**src/rtl/branch_pkg.sv**
```systemverilog
// Shared definitions for the RV32I branch resolution unit: op encodings and
// decode helpers.
package branch_pkg;

    localparam int unsigned OP_W        = 4;
    localparam int unsigned LINK_OFFSET = 4;

    localparam logic [OP_W-1:0] OP_BEQ  = 4'b0000;
    localparam logic [OP_W-1:0] OP_BNE  = 4'b0001;
    localparam logic [OP_W-1:0] OP_BLT  = 4'b0100;
    localparam logic [OP_W-1:0] OP_BGE  = 4'b0101;
    localparam logic [OP_W-1:0] OP_BLTU = 4'b0110;
    localparam logic [OP_W-1:0] OP_BGEU = 4'b0111;
    localparam logic [OP_W-1:0] OP_JAL  = 4'b1000;
    localparam logic [OP_W-1:0] OP_JALR = 4'b1001;

    function automatic logic op_is_jump(input logic [OP_W-1:0] op);
        return (op == OP_JAL) || (op == OP_JALR);
    endfunction

    function automatic logic op_is_legal(input logic [OP_W-1:0] op);
        logic legal;
        legal = 1'b0;
        case (op)
            OP_BEQ, OP_BNE, OP_BLT, OP_BGE,
            OP_BLTU, OP_BGEU, OP_JAL, OP_JALR: legal = 1'b1;
            default:                           legal = 1'b0;
        endcase
        return legal;
    endfunction

endpackage

```
**src/rtl/branch_cond.sv**
```systemverilog
// Combinational branch condition evaluator: decides taken/illegal for one op.
module branch_cond
    import branch_pkg::*;
#(
    parameter int unsigned XLEN = 32
) (
    input  logic [OP_W-1:0] op,
    input  logic [XLEN-1:0] rs1,
    input  logic [XLEN-1:0] rs2,
    output logic            taken_c,
    output logic            illegal_c
);

    always_comb begin
        taken_c   = 1'b0;
        illegal_c = !op_is_legal(op);
        if (op_is_jump(op)) begin
            taken_c = 1'b1;
        end else begin
            case (op)
                OP_BEQ:  taken_c = (rs1 == rs2);
                OP_BNE:  taken_c = (rs1 != rs2);
                OP_BLT:  taken_c = ($signed(rs1) <  $signed(rs2));
                OP_BGE:  taken_c = ($signed(rs1) >= $signed(rs2));
                OP_BLTU: taken_c = (rs1 <  rs2);
                OP_BGEU: taken_c = (rs1 >= rs2);
                default: taken_c = 1'b0;
            endcase
        end
    end

endmodule

```
**src/rtl/branch_resolve_unit.sv**
```systemverilog
// Two-stage branch resolution pipeline with valid/ready handshakes, flush and
// saturating retire statistics.
module branch_resolve_unit
    import branch_pkg::*;
#(
    parameter int unsigned XLEN  = 32,
    parameter int unsigned PC_W  = 32,
    parameter int unsigned CNT_W = 16
) (
    input  logic             clk,
    input  logic             rst_n,
    input  logic             in_valid,
    output logic             in_ready,
    input  logic [OP_W-1:0]  in_op,
    input  logic [XLEN-1:0]  in_rs1,
    input  logic [XLEN-1:0]  in_rs2,
    input  logic [XLEN-1:0]  in_imm,
    input  logic [PC_W-1:0]  in_pc,
    input  logic             in_pred_taken,
    input  logic [PC_W-1:0]  in_pred_target,
    input  logic             flush,
    output logic             out_valid,
    input  logic             out_ready,
    output logic             out_taken,
    output logic [PC_W-1:0]  out_target,
    output logic [PC_W-1:0]  out_link,
    output logic [PC_W-1:0]  out_redirect_pc,
    output logic             out_mispredict,
    output logic             out_misaligned,
    output logic             out_illegal,
    output logic [CNT_W-1:0] stat_branches,
    output logic [CNT_W-1:0] stat_mispredicts
);

    logic            s1_valid;
    logic [OP_W-1:0] s1_op;
    logic [XLEN-1:0] s1_rs1;
    logic [XLEN-1:0] s1_rs2;
    logic [XLEN-1:0] s1_imm;
    logic [PC_W-1:0] s1_pc;
    logic            s1_pred_taken;
    logic [PC_W-1:0] s1_pred_target;

    logic            cond_taken_c;
    logic            cond_illegal_c;
    logic [XLEN-1:0] jalr_sum_c;
    logic [PC_W-1:0] jalr_pc_c;
    logic [PC_W-1:0] target_c;
    logic [PC_W-1:0] link_c;
    logic [PC_W-1:0] redirect_c;
    logic            mispredict_c;
    logic            misaligned_c;
    logic            s2_free_c;
    logic            retire_c;

    branch_cond #(.XLEN(XLEN)) u_cond (
        .op        (s1_op),
        .rs1       (s1_rs1),
        .rs2       (s1_rs2),
        .taken_c   (cond_taken_c),
        .illegal_c (cond_illegal_c)
    );

    // Resolve target, link and prediction check from the S1 request
    always_comb begin
        jalr_sum_c = s1_rs1 + s1_imm;
        jalr_pc_c  = PC_W'(jalr_sum_c);
        link_c     = s1_pc + PC_W'(LINK_OFFSET);
        target_c   = s1_pc + PC_W'(s1_imm);
        if (cond_illegal_c) begin
            target_c = link_c;
        end else if (s1_op == OP_JALR) begin
            target_c = jalr_pc_c & ~(PC_W'(1));
        end
        redirect_c   = cond_taken_c ? target_c : link_c;
        mispredict_c = !cond_illegal_c &
                       ((cond_taken_c != s1_pred_taken) |
                        (cond_taken_c & s1_pred_taken & (s1_pred_target != target_c)));
        misaligned_c = cond_taken_c & target_c[1];
    end

    assign in_ready  = !flush & (!s1_valid | !out_valid | out_ready);
    assign s2_free_c = !out_valid | out_ready;
    assign retire_c  = out_valid & out_ready & !flush;

    always_ff @(posedge clk) begin
        if (!rst_n) begin
            s1_valid         <= 1'b0;
            s1_op            <= '0;
            s1_rs1           <= '0;
            s1_rs2           <= '0;
            s1_imm           <= '0;
            s1_pc            <= '0;
            s1_pred_taken    <= 1'b0;
            s1_pred_target   <= '0;
            out_valid        <= 1'b0;
            out_taken        <= 1'b0;
            out_target       <= '0;
            out_link         <= '0;
            out_redirect_pc  <= '0;
            out_mispredict   <= 1'b0;
            out_misaligned   <= 1'b0;
            out_illegal      <= 1'b0;
            stat_branches    <= '0;
            stat_mispredicts <= '0;
        end else begin
            if (flush) begin
                s1_valid  <= 1'b0;
                out_valid <= 1'b0;
            end else begin
                // S1 refills whenever it is empty or draining into S2
                if (in_ready) begin
                    s1_valid <= in_valid;
                    if (in_valid) begin
                        s1_op          <= in_op;
                        s1_rs1         <= in_rs1;
                        s1_rs2         <= in_rs2;
                        s1_imm         <= in_imm;
                        s1_pc          <= in_pc;
                        s1_pred_taken  <= in_pred_taken;
                        s1_pred_target <= in_pred_target;
                    end
                end
                // S2 output registers only change once the held result is gone
                if (s2_free_c) begin
                    out_valid <= s1_valid;
                    if (s1_valid) begin
                        out_taken       <= cond_taken_c;
                        out_target      <= target_c;
                        out_link        <= link_c;
                        out_redirect_pc <= redirect_c;
                        out_mispredict  <= mispredict_c;
                        out_misaligned  <= misaligned_c;
                        out_illegal     <= cond_illegal_c;
                    end
                end
            end
            if (retire_c) begin
                if (stat_branches != '1) begin
                    stat_branches <= stat_branches + CNT_W'(1);
                end
                if (out_mispredict && (stat_mispredicts != '1)) begin
                    stat_mispredicts <= stat_mispredicts + CNT_W'(1);
                end
            end
        end
    end

endmodule

```
**config.mk**
```make
export PLATFORM = sky130hd
export DESIGN_NAME = branch_resolve_unit
export DESIGN_NICKNAME = d
export VERILOG_FILES = /design/src/rtl/branch_pkg.sv /design/src/rtl/branch_cond.sv /design/src/rtl/branch_resolve_unit.sv
export SDC_FILE = /design/constraint.sdc
export NUM_CORES = 1
export LEC_CHECK = 0
export CORE_MARGIN = 5
export CORE_UTILIZATION = 54
export CTS_CLUSTER_SIZE = 25
export DETAILED_ROUTE_END_ITERATION = 10
export GPL_ROUTABILITY_DRIVEN = 0
export HOLD_SLACK_MARGIN = 0.08
export PLACE_DENSITY = 0.78
export SYNTH_ARGS = -nofsm -noshare
export SYNTH_HDL_FRONTEND = slang
export SYNTH_SLANG_ARGS = --single-unit
```
**constraint.sdc**
```tcl
create_clock -name clk -period 5.35 [get_ports clk]
set_clock_uncertainty 0.2 [all_clocks]
set_input_delay 1.07 -clock clk [delete_from_list [all_inputs] [get_ports clk]]
set_output_delay 1.07 -clock clk [all_outputs]
set_load 0.005 [all_outputs]
```
==> results of run 1 <==
[worst max-delay path by stage]
| stage | startpoint | to | slack, ns |
|---|---|---|---|
| 6_report | s1_rs2[15]$_SDFFE_PN0P_ | out_mispredict$_SDFFE_PN0P_ | 0.26 |
| 5_1_grt | s1_rs2[23]$_SDFFE_PN0P_ | out_mispredict$_SDFFE_PN0P_ | 0.03 |
| 4_1_cts | s1_rs2[15]$_SDFFE_PN0P_ | out_mispredict$_SDFFE_PN0P_ | 0.14 |
| 3_5_place_dp | s1_rs2[9]$_SDFFE_PN0P_ | out_mispredict$_SDFFE_PN0P_ | 0.22 |
| 3_3_place_gp | s1_rs2[17]$_SDFFE_PN0P_ | out_mispredict$_SDFFE_PN0P_ | 0.41 |
| 2_1_floorplan | s1_rs2[17]$_SDFFE_PN0P_ | out_mispredict$_SDFFE_PN0P_ | 0.52 |
[stage by stage]
step	cells	utilization [%]	setup slack, ns
final	3087	67.9	0.264
after global routing	3086	67.8	0.0261
after CTS	3086	67.7	0.136
after detailed placement	3036	64.9	0.219
after global placement	3036	64.9	0.412
after floorplan	2419	-	0.519
[report_power, final]
group / internal [mW] / switching, mW
registers: 2.31 / 0.0928
logic: 0.403 / 0.548
clock network: 1.11 / 0.894
[worst min-delay path: stages (launching register included)]
cell and delay (ns):
dfxtp_1 0.31, nand2_1 0.05, a21oi_1 0.05
[layer usage]
metal / track usage, % / up-vias / share of wire (%)
li1: - / 8955 / -
met1: 42.4 / 8863 / 38
met2: 52.0 / 1156 / 43
met3: 7.94 / 293 / 12
met4: 16.7 / 0 / 6.3
met5: 0 / - / 0
[cell type report]
| cell class | instances | area (um2) |
|---|---|---|
| diodes | 1 | 2.50 |
| fillers | 2829 | 10500 |
| well taps | 442 | 553 |
| clock inverters | 13 | 120 |
| repair buffers | 329 | 3270 |
| multi-input cells | 1901 | 11200 |
| inverters | 64 | 245 |
| clock buffers | 37 | 807 |
| flip-flops and latches | 300 | 6010 |
[state kept, by name, summed over array words and instances (netlist names), 4 cells and up, named ones only]
register,flops
out_link,32
out_target,32
s1_op,4
s1_pc,32
stat_mispredicts,16
out_redirect_pc,32
stat_branches,16
s1_rs2,32
s1_pred_target,32
s1_imm,32
s1_rs1,32
[logic make-up after synthesis]
family	share of synthesized area, %
mux	2.25
buf+inv	4.78
flops	33.4
simple gates	26.0
fa+ha+maj	6.97
compound gates	22.1
xor+xnor	4.62
[placed cells by master (no fill, tap or decap), types with 6 or more instances in the layout]
cell | synthesis | routed
clkbuf_16 | 0 | 30
o2111ai_1 | 9 | 9
a21o_1 | 34 | 34
o211a_1 | 6 | 6
o221ai_1 | 6 | 6
a311oi_1 | 6 | 6
and2_1 | 17 | 16
nand3_1 | 60 | 60
nand2b_1 | 14 | 14
a21oi_1 | 300 | 300
a221oi_1 | 9 | 9
nand2_1 | 504 | 503
dfxtp_1 | 300 | 299
o21ai_0 | 100 | 100
clkdlybuf4s50_1 | 0 | 303
clkinv_2 | 0 | 9
o21a_1 | 15 | 15
a211o_1 | 11 | 11
buf_4 | 4 | 23
a31oi_1 | 19 | 19
ha_1 | 97 | 96
nor4_1 | 11 | 9
nand4_1 | 60 | 60
inv_1 | 63 | 62
xor2_1 | 48 | 48
and4_1 | 11 | 11
and3_1 | 18 | 18
a211oi_1 | 31 | 31
nor2_1 | 189 | 189
nor3_1 | 59 | 59
mux2i_1 | 37 | 37
or3_1 | 29 | 27
o21bai_1 | 6 | 6
a22oi_1 | 6 | 6
or2_2 | 7 | 7
xnor2_1 | 47 | 47
o211ai_1 | 15 | 15
nor2b_1 | 13 | 13
o31ai_1 | 7 | 7
==> key figures, run 1 <==
Yosys
  • Avg Cell Area, Syn: 7.44 um2
  • Synth warn: 0
  • Most frequent cells after synthesis: nand2_1, a21oi_1, dfxtp_1
  • Seq/Total Area, Yosys: between 30% and 40%
  • Async SR Flop Fraction: 0%
  • Synth Register Bits: 300
  • Yosys cell types: 94
  • Area leader, netlist: dfxtp_1
  • Post-synth net total: 2,688
  • Synthesized area: 0.0180 mm2
  • Cells after Synth: 2,419
  • EDFF count, synth: 0
  • Post-synth top area share: between 30 and 40%
  • Count leader, synth: nand2_1
  • Top post-synthesis cells by area: dfxtp_1, nand2_1, a21oi_1
  • Post-synth top flop: dfxtp_1

Setup path
  • Worst r2r src: s1_rs2[15]$_SDFFE_PN0P_
  • Worst r2r dst: out_mispredict$_SDFFE_PN0P_
  • CP Max Fanout: 3
  • Worst EP arrival: between 5 and 6 ns
  • Setup CP Type: reg2reg
  • CP Data Required Time: 5.63 ns
  • Slowest stage cell, crit path: a2111oi_1
  • Worst Reg2Reg Path Length in Cells: 19
  • CP endpoint kind: flop
  • Crit-path cells: inv_1 -> ha_1 -> a2111oi_1 -> a211oi_1 -> o32ai_2 -> nand3_1 -> o21a_1 -> o211ai_1 -> ha_1 -> nand2_1 -> mux2i_1 -> a221oi_1 -> o2111ai_1 -> a2111oi_4 -> nand4_1 -> nor4_2 -> nand4_1 -> nor4b_2 -> nor2_1
  • CP Buf/Inv Count: 1
  • Slowest Stage Delay on Critical Path: approximately 0.52 ns
  • WP depth: 19
  • Worst setup SP type: flop
  • Reg2reg setup slack: ~0.26 ns
  • Top delay family on crit path: compound AO/OA/AOI/OAI gates

Job
  • Max-cap violations: 0

Routing
  • First drt pass iteration count: 7
  • Vias: ~19,000
  • Drt total wl: approximately 64 mm
  • ANT nets after route: 0
  • Drt drc: 0
  • DR WL/cell: between 20 and 25 um
  • Via density: between 6 and 7
  • DR iter-0 viols: ~2,400

Worst hold path
  • Hold Path Origin: s1_rs2[6]$_SDFFE_PN0P_
  • HP Class: reg2reg
  • WHS Path Cells: 2
  • Worst Hold End: s1_rs2[6]$_SDFFE_PN0P_

Finish
  • Finished Cell Area: around 0.022 mm2
  • Layout cells sized above 1: 4.43%
  • Area growth from synthesis to layout: 23.3%
  • Layout Nets: between 2,000 and 3,000

Clocking
  • Post-CTS sizing: 0
  • Cell chosen for the clock root: clkbuf_16
  • CTS Hold Bufs: 0
  • CTS Buffer Depth: 3
  • CTS H-tree depth: 1
  • Clk slew on worst S/H paths: 0.07 ns
  • Skew-Pair Late Insertion Delay: between 0.5 and 0.6 ns
  • CTS tree: built
  • Post-CTS Setup Inserts: 0
  • Cts bufs inserted: 30
  • CTS sink count: 300

Floorplanning
  • Row cnt: between 60 and 70
  • Die X: about 190 um
  • Die Ht: 193 um
  • Core ar.: between 0.03 and 0.04 mm2
  • Io pins: between 300 and 400
  • Starting density of the core: 55.0%
  • Die area: 0.0371 mm2

Timing
  • Final Setup Violations: 0
  • Slew HR: between 20% and 30%
  • RSZ-0062 raised after global routing: false
  • Fin crit period: between 5 and 6 ns
  • FMAX: slightly below 0.2 GHz
  • Final max-slew violation count: 0
  • Period utilisation layout: a little over nine tenths
  • Slew @ Worst Pin: ~1.0 ns
  • Setup tns final: 0 ns
  • Hold slack: 0.257 ns
  • Final hold vios: 0

Pwr
  • PD cells: roughly 240 mW/mm2
  • Peak supply drop: 0.248 mV
  • Leakage: ~8.4 nW
  • Overall power: 5.36 mW

GRT
  • Largest net degree at the start of global routing: 126
  • Gr usage total: between 30 and 40%
  • Grt ovf: 0
  • Initial antenna violation count: 2
  • Vias in the first global route: 18,000
  • First-pass GRT wire length: a little under 100 mm

Outcome
  • Status: finished, final reports clean

Place
  • I/O Buffers: roughly 300
  • HPWL Detailed: roughly 49 mm
  • Dpl cell area: between 0.02 and 0.025 mm2
No activity file was read; power rests on OpenSTA's default activity.
==> run 2, diff against run 1 <==
--- a/config.mk
+++ b/config.mk
@@ -11,7 +11,7 @@
 export DETAILED_ROUTE_END_ITERATION = 10
 export GPL_ROUTABILITY_DRIVEN = 0
 export HOLD_SLACK_MARGIN = 0.08
-export PLACE_DENSITY = 0.78
+export PLACE_DENSITY = 0.85
 export SYNTH_ARGS = -nofsm -noshare
 export SYNTH_HDL_FRONTEND = slang
 export SYNTH_SLANG_ARGS = --single-unit
==> run 2 against run 1 <==
  * The run now ends with design-rule violations left
  * Register-to-register slack better by 0.03 ns
  * Sequential cell count unchanged
  * Global-route usage down 0.11 points
  * First-iteration DRC count up 16%
  * Utilization up 0.13 points
  * Hold slack about the same
  * Cell count about the same
  * Sequential share of layout area down 0.050 points
  * Clock power up 4%
  * Via count up 1.7%
  * Largest power group unchanged
==> key figures, run 2 (synthesis gave the netlist of run 1 again) <==
Outcome
  • Status: finished with violations (was finished, final reports clean)
  • Failing checks: design-rule violations

GRT
  • Grt ovf: 0 (unchanged)
  • Gr usage total: 33.0% (was 33.1%)
  • Largest net degree at the start of global routing: 112 (was 126)
  • First-pass GRT wire length: 97.3 mm (was 97.6 mm)
  • Vias in the first global route: 18,200 (was 18,000)
  • Initial antenna violation count: 1 (was 2)

Finish
  • Layout cells sized above 1: 4.38% (was 4.43%)
  • Commonest cells after routing, fill and taps aside: nand2_1, clkdlybuf4s50_1, a21oi_1 (unchanged)
  • Area growth from synthesis to layout: 23.5% (was 23.3%)
  • Commonest non-fill, non-tap cell in the layout: nand2_1 (unchanged)
  • Filler-free cell count of the finished design: 3,088 (was 3,087)
  • Layout Nets: 2,896 (was 2,895)
  • Diodes inserted: 0 (was 1)

Setup path
  • CP Max Fanout: 4 (was 3)
  • CP Data Required Time: 5.60 ns (was 5.63 ns)
  • Worst EP arrival: 5.31 ns (was 5.36 ns)
  • Worst Reg2Reg Path Length in Cells: 22 (was 19)
  • CP endpoint kind: flop (unchanged)
  • Worst setup SP type: flop (unchanged)
  • Reg2reg setup slack: 0.29 ns (was 0.26 ns)
  • Setup CP Type: reg2reg (unchanged)

Floorplanning
  • Core ar.: 0.0327 mm2 (unchanged)
  • Die Ht: 193 um (unchanged)
  • Io pins: 304 (unchanged)
  • Row cnt: 66 (unchanged)
  • Die area: 0.0371 mm2 (unchanged)
  • Die X: 193 um (unchanged)
  • Starting density of the core: 55.0% (unchanged)

Timing
  • FMAX: 0.198 GHz (was 0.197 GHz)
  • Fin crit period: 5.06 ns (was 5.09 ns)
  • Period utilisation layout: 94.5% (was 95.1%)
  • Final hold vios: 0 (unchanged)
  • Slew HR: 15.3% (was 30.0%)
  • Final max-slew violation count: 0 (unchanged)
  • Slew @ Worst Pin: 1.26 ns (was 1.04 ns)
  • Final Setup Violations: 0 (unchanged)
  • Setup tns final: 0 ns (unchanged)
  • RSZ-0062 raised after global routing: false (unchanged)

Pwr
  • Sw frac: 28.3% (was 28.6%)
  • Leakage: 8.40 nW (was 8.38 nW)
  • Internal power: 3.90 mW (was 3.82 mW)
  • Peak supply drop: 0.236 mV (was 0.248 mV)
  • Overall power: 5.44 mW (was 5.36 mW)
  • Comb power frac: 17.6% (was 17.7%)
  • PD cells: 245 mW/mm2 (was 241 mW/mm2)
  • Clock group share of total power: 38.3% (was 37.5%)
  • Sw power: 1.54 mW (was 1.53 mW)
  • Register share of total power: 44.1% (was 44.8%)

Routing
  • Via density: 6.35 (was 6.24)
  • Vias: 19,600 (was 19,300)
  • ANT nets after route: 0 (unchanged)
  • Drt drc: 16 (was 0)
  • Drt total wl: 65.0 mm (was 64.0 mm)
  • First drt pass iteration count: 11 (was 7)
  • DR iter-0 viols: 2,736 (was 2,364)
  • DR WL/cell: 21.1 um (was 20.7 um)

Place
  • HPWL Detailed: 49.4 mm (about the same)
  • Cells after DPL: 3,035 (was 3,036)
  • I/O Buffers: 303 (unchanged)

Clocking
  • CTS H-tree depth: 1 (unchanged)
  • Skew-Pair Late Insertion Delay: 0.58 ns (was 0.59 ns)
  • CTS sink count: 300 (unchanged)
  • Clk slew on worst S/H paths: 0.06 ns (was 0.07 ns)
  • CTS Buffer Depth: 3 (unchanged)
  • CTS tree: built (unchanged)
  • Cell chosen for the clock root: clkbuf_16 (unchanged)
  • Cts bufs inserted: 31 (was 30)
  • CTS Hold Bufs: 0 (unchanged)

Worst hold path
  • HP Class: reg2reg (unchanged)
  • WHS Path Cells: 2 (unchanged)

Job
  • Max-cap violations: 0 (unchanged)
## run 2: changes by cell type in the layout (fill, tap and decap cells not counted), sizes merged
cell / before / now
clkbuf: 37 / 42
clkinv: 11 / 7
bufinv: 1 / 2
diode: 1 / 0
## run 2: per-layer routing
layer	global-route usage [%]	vias up	part of all wire, %
met5	0	-	0
met4	17.9	0	7.0
met3	8.57	343	13
met2	52.9	1296	44
met1	40.5	8984	36
li1	-	8977	-
## run 2: final timing paths
path / start / to
max reg2reg: s1_rs2[22]$_SDFFE_PN0P_ / out_mispredict$_SDFFE_PN0P_
min reg2reg: s1_rs2[11]$_SDFFE_PN0P_ / s1_rs2[11]$_SDFFE_PN0P_
max: s1_rs2[22]$_SDFFE_PN0P_ / out_mispredict$_SDFFE_PN0P_
min: s1_rs2[11]$_SDFFE_PN0P_ / s1_rs2[11]$_SDFFE_PN0P_
## run 2: cell type report
cell class | count | area, um2
clock buffer | 42 | 847
clock inverter | 10 | 105
fill | 2698 | 10500
inverter | 64 | 245
multi-input combinational | 1901 | 11200
sequential | 300 | 6010
tap | 442 | 553
timing repair buffer | 329 | 3280
## run 2: critical path, stage by stage, from the launching register on
cell,delay (ns)
dfxtp_1,0.33
inv_1,0.05
ha_1,0.29
nand3_1,0.11
or3_1,0.42
nand2b_1,0.18
or3_4,0.42
nand2b_1,0.19
nor2_1,0.13
nor2_1,0.06
o21a_1,0.12
o211ai_1,0.34
ha_1,0.30
nand2_1,0.06
mux2i_1,0.14
a221oi_2,0.29
o2111ai_2,0.18
a2111oi_4,0.35
nand4_1,0.14
nor4_2,0.15
nand4_1,0.16
nor4b_2,0.24
nor2_1,0.06
## run 2: repair_timing
action | 4_1_cts | 5_1_grt
setup buffers | 0 | 1
setup endpoints to repair | 0 | 1
gates resized for setup | 0 | 8
## run 2: per-stage QoR
stage | util, % | hold slack, ns | area [um2] | setup slack (ns)
finish | 68.0 | 0.257 | 22200 | 0.292
detailed placement | 64.9 | 0.248 | 21200 | 0.207
CTS | 67.8 | 0.256 | 22200 | 0.159
floorplan | - | 0.236 | 18000 | 0.519
global placement | 64.9 | 0.243 | 21200 | 0.428
global route | 68.0 | 0.274 | 22200 | 0.00945
## run 2: power groups by stage
stage          registers, mW  logic [mW]  clock network, mW
4_1_cts                 2.39       0.915               2.09
3_3_place_gp            2.44       0.889                  0
2_1_floorplan           2.40       0.558                  0
6_report                2.40       0.958               2.09
5_1_grt                 2.40        1.02               2.19
3_5_place_dp            2.44       0.908                  0
